**src/rtl/uart_fifo.sv**
```systemverilog
// Byte FIFO between UART receiver and transmitter, first-word-fall-through.
// Define UART_FIFO_STATS_EN to enable the drop_count/max_count statistics.
module uart_fifo #(
    parameter int DEPTH = 16,
    parameter int WIDTH = 8
) (
    input  logic                     clk,
    input  logic                     rst,
    input  logic                     wr_en,
    input  logic [WIDTH-1:0]         wr_data,
    output logic                     rd_valid,
    output logic [WIDTH-1:0]         rd_data,
    input  logic                     rd_ack,
    output logic [$clog2(DEPTH):0]   count,
    output logic                     full,
    output logic                     empty,
    output logic                     overflow,
    input  logic                     clr_overflow,
    output logic [15:0]              drop_count,
    output logic [$clog2(DEPTH):0]   max_count
);

    localparam int AW = $clog2(DEPTH);
    localparam int CW = AW + 1;

    logic [WIDTH-1:0] mem [DEPTH];
    logic [AW-1:0]    wr_ptr;
    logic [AW-1:0]    rd_ptr;
    logic [CW-1:0]    cnt;
    logic             ovf;
    logic             push;
    logic             pop;
    logic             drop;

    assign full     = (cnt == CW'(DEPTH));
    assign empty    = (cnt == '0);
    assign rd_valid = ~empty;
    assign rd_data  = mem[rd_ptr];
    assign count    = cnt;
    assign overflow = ovf;

    // A pop in the same cycle frees the slot, so a full FIFO still accepts.
    assign push = wr_en & (~full | rd_ack);
    assign pop  = rd_ack & ~empty;
    assign drop = wr_en & full & ~rd_ack;

    always_ff @(posedge clk) begin
        if (push && !rst)
            mem[wr_ptr] <= wr_data;
    end

    always_ff @(posedge clk) begin
        if (rst) begin
            wr_ptr <= '0;
            rd_ptr <= '0;
            cnt    <= '0;
            ovf    <= 1'b0;
        end else begin
            if (push)
                wr_ptr <= wr_ptr + AW'(1);
            if (pop)
                rd_ptr <= rd_ptr + AW'(1);
            case ({push, pop})
                2'b10:   cnt <= cnt + CW'(1);
                2'b01:   cnt <= cnt - CW'(1);
                default: cnt <= cnt;
            endcase
            // A drop wins over a clear in the same cycle.
            if (drop)
                ovf <= 1'b1;
            else if (clr_overflow)
                ovf <= 1'b0;
        end
    end

`ifdef UART_FIFO_STATS_EN
    logic [15:0]   drop_q;
    logic [CW-1:0] max_q;

    always_ff @(posedge clk) begin
        if (rst) begin
            drop_q <= '0;
            max_q  <= '0;
        end else begin
            if (drop && drop_q != 16'hFFFF)
                drop_q <= drop_q + 16'd1;
            if (cnt > max_q)
                max_q <= cnt;
        end
    end

    assign drop_count = drop_q;
    assign max_count  = max_q;
`else
    assign drop_count = '0;
    assign max_count  = '0;
`endif

endmodule

```
**config.mk**
```make
export PLATFORM = sky130hd
export DESIGN_NAME = uart_fifo
export DESIGN_NICKNAME = d
export VERILOG_FILES = /design/src/rtl/uart_fifo.sv
export SDC_FILE = /design/constraint.sdc
export NUM_CORES = 1
export LEC_CHECK = 0
export CAP_MARGIN = 40
export CORE_UTILIZATION = 25
export CTS_CLUSTER_SIZE = 28
export DETAILED_ROUTE_END_ITERATION = 8
export MAX_ROUTING_LAYER = met4
export SLEW_MARGIN = 5
export SYNTH_ARGS = -nofsm -noshare
export SYNTH_HDL_FRONTEND = slang
export SYNTH_SLANG_ARGS = --single-unit
```
**constraint.sdc**
```tcl
create_clock -name clk -period 4.1 [get_ports clk]
set_input_delay 1.025 -clock clk [delete_from_list [all_inputs] [get_ports clk]]
set_output_delay 1.025 -clock clk [all_outputs]
set_load 0.005 [all_outputs]
```
==> results.toml <==
[yosys]
syn_area_per_cell_um2 = 17.4
netlist.area_leader.share_pct = 64.3
synth_common_cells = "edfxtp_1, nor2_1, mux4_2, buf_4, dfxtp_1"
yosysSeqAreaShare_pct = 70.3
synthCells = 344
ys_types = 38
synth_edf_count = 128
synthTopCellsByArea = "edfxtp_1, mux4_2, dfxtp_1"
ys_warn_count = 0
ys.flop_type = "edfxtp_1"
yosys.cell_count.top_type = "edfxtp_1"
yosysTopAreaCell = "edfxtp_1"
syn-cell-area_mm2 = 0.00598
async_flop_share_pct = 0
ys_seq_elements = 146

[min_path]
hold_start = "wr_ptr[1]$_SDFFE_PP0P_"
holdCritPathClass = "reg -> reg"
holdPathEnd = "wr_ptr[1]$_SDFFE_PP0P_"
worst_hold_path.num_cells = 2

[sta]
worst_clock_skew_ns = 0.00701
worstMarginPinSlew_ns = 0.826
setup_viol = 0
min_period_ns = 3.43
finalCritPeriodShare_pct = 83.6
rsz0062_at_grt = "no"
slew_headroom_pct = 44.7
fin_tns_setup_ns = 0
fmax_ghz = 0.292
maxSlewViolCount = 0
hold_viol = 0

[worst_setup_path]
r2r_slack_ns = 1.00
cp-end-kind = "output port"
crit_path_top_delay_cell = "mux4_2"
worstSetupPathType = "reg -> out"
required_ns = 3.07
max_stage_delay_ns = 0.55
r2r_end = "count[4]$_SDFFE_PP0P_"
path_cells = "buf_12, mux4_2, a22oi_1, nand2_1, clkdlybuf4s50_1"
cp_num_buf_inv = 2
cp-start-kind = "flop"
arrival_ns = 2.40
crit_fanout = 32
crit-reg2reg-launch = "count[0]$_SDFFE_PP0P_"
path_delay_family = "buffers and inverters"
r2r_cells = 9

[die]
ios = 51
rows = 56
dieWidth_um = 157
coreArea_mm2 = 0.0235
die_h_um = 157
start_util_pct = 25.5
dieArea_mm2 = 0.0245

[clock_network]
cts_tree = "done"
clkTransAtPathRegs_ns = 0.06
post-cts-setup-buffers = 0
cts_sinks = 146
cts_hold_buffers = 0
cts-resized-gates = 0
cts_made_buffers = 17
insertion_delay_ns = 0.41
clockBufferDepth = 2
htree_levels = 4
clockRootBuffer = "clkbuf_16"

[job]
cap_violations = 0

[drt]
drtAntennaViolNets = 0
detail_route.first_pass.iterations = 4
drc = 0
viasPerCell = 4.15
wire_per_inst_um = 15.9
dr_wl_met2_um = 6010
wl_met1_um = 4980
vias = 2996
top_layer = "met4"
dr.first_iter.drc_count = 180
met3_length_um = 417
drt-total-wl_um = 11500

[place]
place_hpwl_um = 7480
gp_congestion = 0.781
port-buffer-count = 29

[final_layout]
syn_to_final_growth_pct = 20.2
regArea_mm2 = 0.00421
antenna_cells = 0
multi_input_area_mm2 = 0.00160
drive_gt1_share_pct = 19.4
fillCellCount = 2299
nets = 416
utilization_pct = 30.6

[global_routing]
grt_pass1_vias = 3119
grt.overflow.total = 0
antenna_found_initial = 0
groute.usage.overall_pct = 10.3
grt_max_degree = 33
grt_pass1_wl_um = 17700

[power_and_ir_drop]
p_leak_uw = 0.00235
power.density_mw_per_mm2 = 544
p_total_uw = 3910
peakVddDrop_v = 0.000431

[outcome]
status = "complete, no violations"
-- cell type report --
class	instances	share of cell area [%]
sequential	146	58.5
multi-input combinational	175	22.2
clock buffer	20	6.08
timing repair buffer	45	5.89
tap	319	5.56
clock inverter	9	1.29
inverter	8	0.418
-- kinds of logic (layout without fill, tap and decap cells) --
kind of cell	after synthesis	after routing	share of synthesized area, %
adder cells (fa/ha/maj)	10	10	2.22
XOR/XNOR	7	7	1.03
multiplexers	36	36	12.8
flip-flops	146	146	70.3
AO/OA/AOI/OAI	28	28	3.83
other	1	21	0.0627
AND/OR/NAND/NOR	73	73	5.48
buffers and inverters	43	82	4.21
-- layer usage --
metal,global-route usage [%],vias to the layer above
met5,-,-
met4,3.92,0
met3,2.60,8
met2,17.3,80
met1,11.9,1526
li1,-,1382
-- worst reg2reg max path, stage by stage (launching register included) --
cell and delay [ns]:
dfxtp_1 0.36, or4_4 0.64, o31ai_4 0.31, ha_1 0.32, inv_1 0.10, fa_1 0.40
nand2b_1 0.16, a21oi_1 0.16, mux2i_1 0.21, mux2_1 0.33
-- how the worst max path moves through the flow --
| stage | endpoint | slack (ns) | depth (start not counted) |
|---|---|---|---|
| detailed placement | count[4]$_SDFFE_PP0P_ | 0.46 | 9 |
| CTS | rd_data[0] | 0.63 | 5 |
| floorplan | count[4]$_SDFFE_PP0P_ | 1.14 | 8 |
| finish | rd_data[6] | 0.67 | 5 |
| global placement | count[4]$_SDFFE_PP0P_ | 0.54 | 9 |
| global route | rd_data[5] | 0.48 | 5 |
-- layout by cell type (no fill, tap or decap), drive strengths merged, types with 3 or more instances in the layout --
cell type      netlist  layout
edfxtp             128     128
nor2                41      41
mux4                32      32
clkdlybuf4s50        0      29
conb                 1      21
clkbuf               7      20
dfxtp               18      18
a22oi               16      16
buf                 28      16
nand2               12      12
ha                   9       9
inv                  8       8
a21oi                6       6
xor2                 6       6
clkinv               0       6
nand3                5       5
nor2b                4       4
or3                  3       3
-- registers in the layout (all words and copies together), names as in the netlist, named ones only --
| signal | count |
|---|---|
| count | 5 |
| mem | 128 |
| overflow | 1 |
| rd_ptr | 4 |
| wr_ptr | 4 |
-- power breakdown --
part	total [uW]	internal (uW)	switching, uW
Combinational	784	400	384
Clock	1420	873	545
Sequential	1710	1670	43.6
-- per-stage QoR --
step | hold slack, ns | worst slack [ns] | std cells | instance area (um2)
5_1_grt | 0.555 | 0.481 | 722 | 7180
2_1_floorplan | 0.481 | 1.14 | 364 | 6050
3_3_place_gp | 0.504 | 0.537 | 693 | 6650
4_1_cts | 0.527 | 0.631 | 722 | 7180
3_5_place_dp | 0.519 | 0.462 | 693 | 6650
6_report | 0.528 | 0.674 | 722 | 7180
Power figures use the tool's default switching activity.
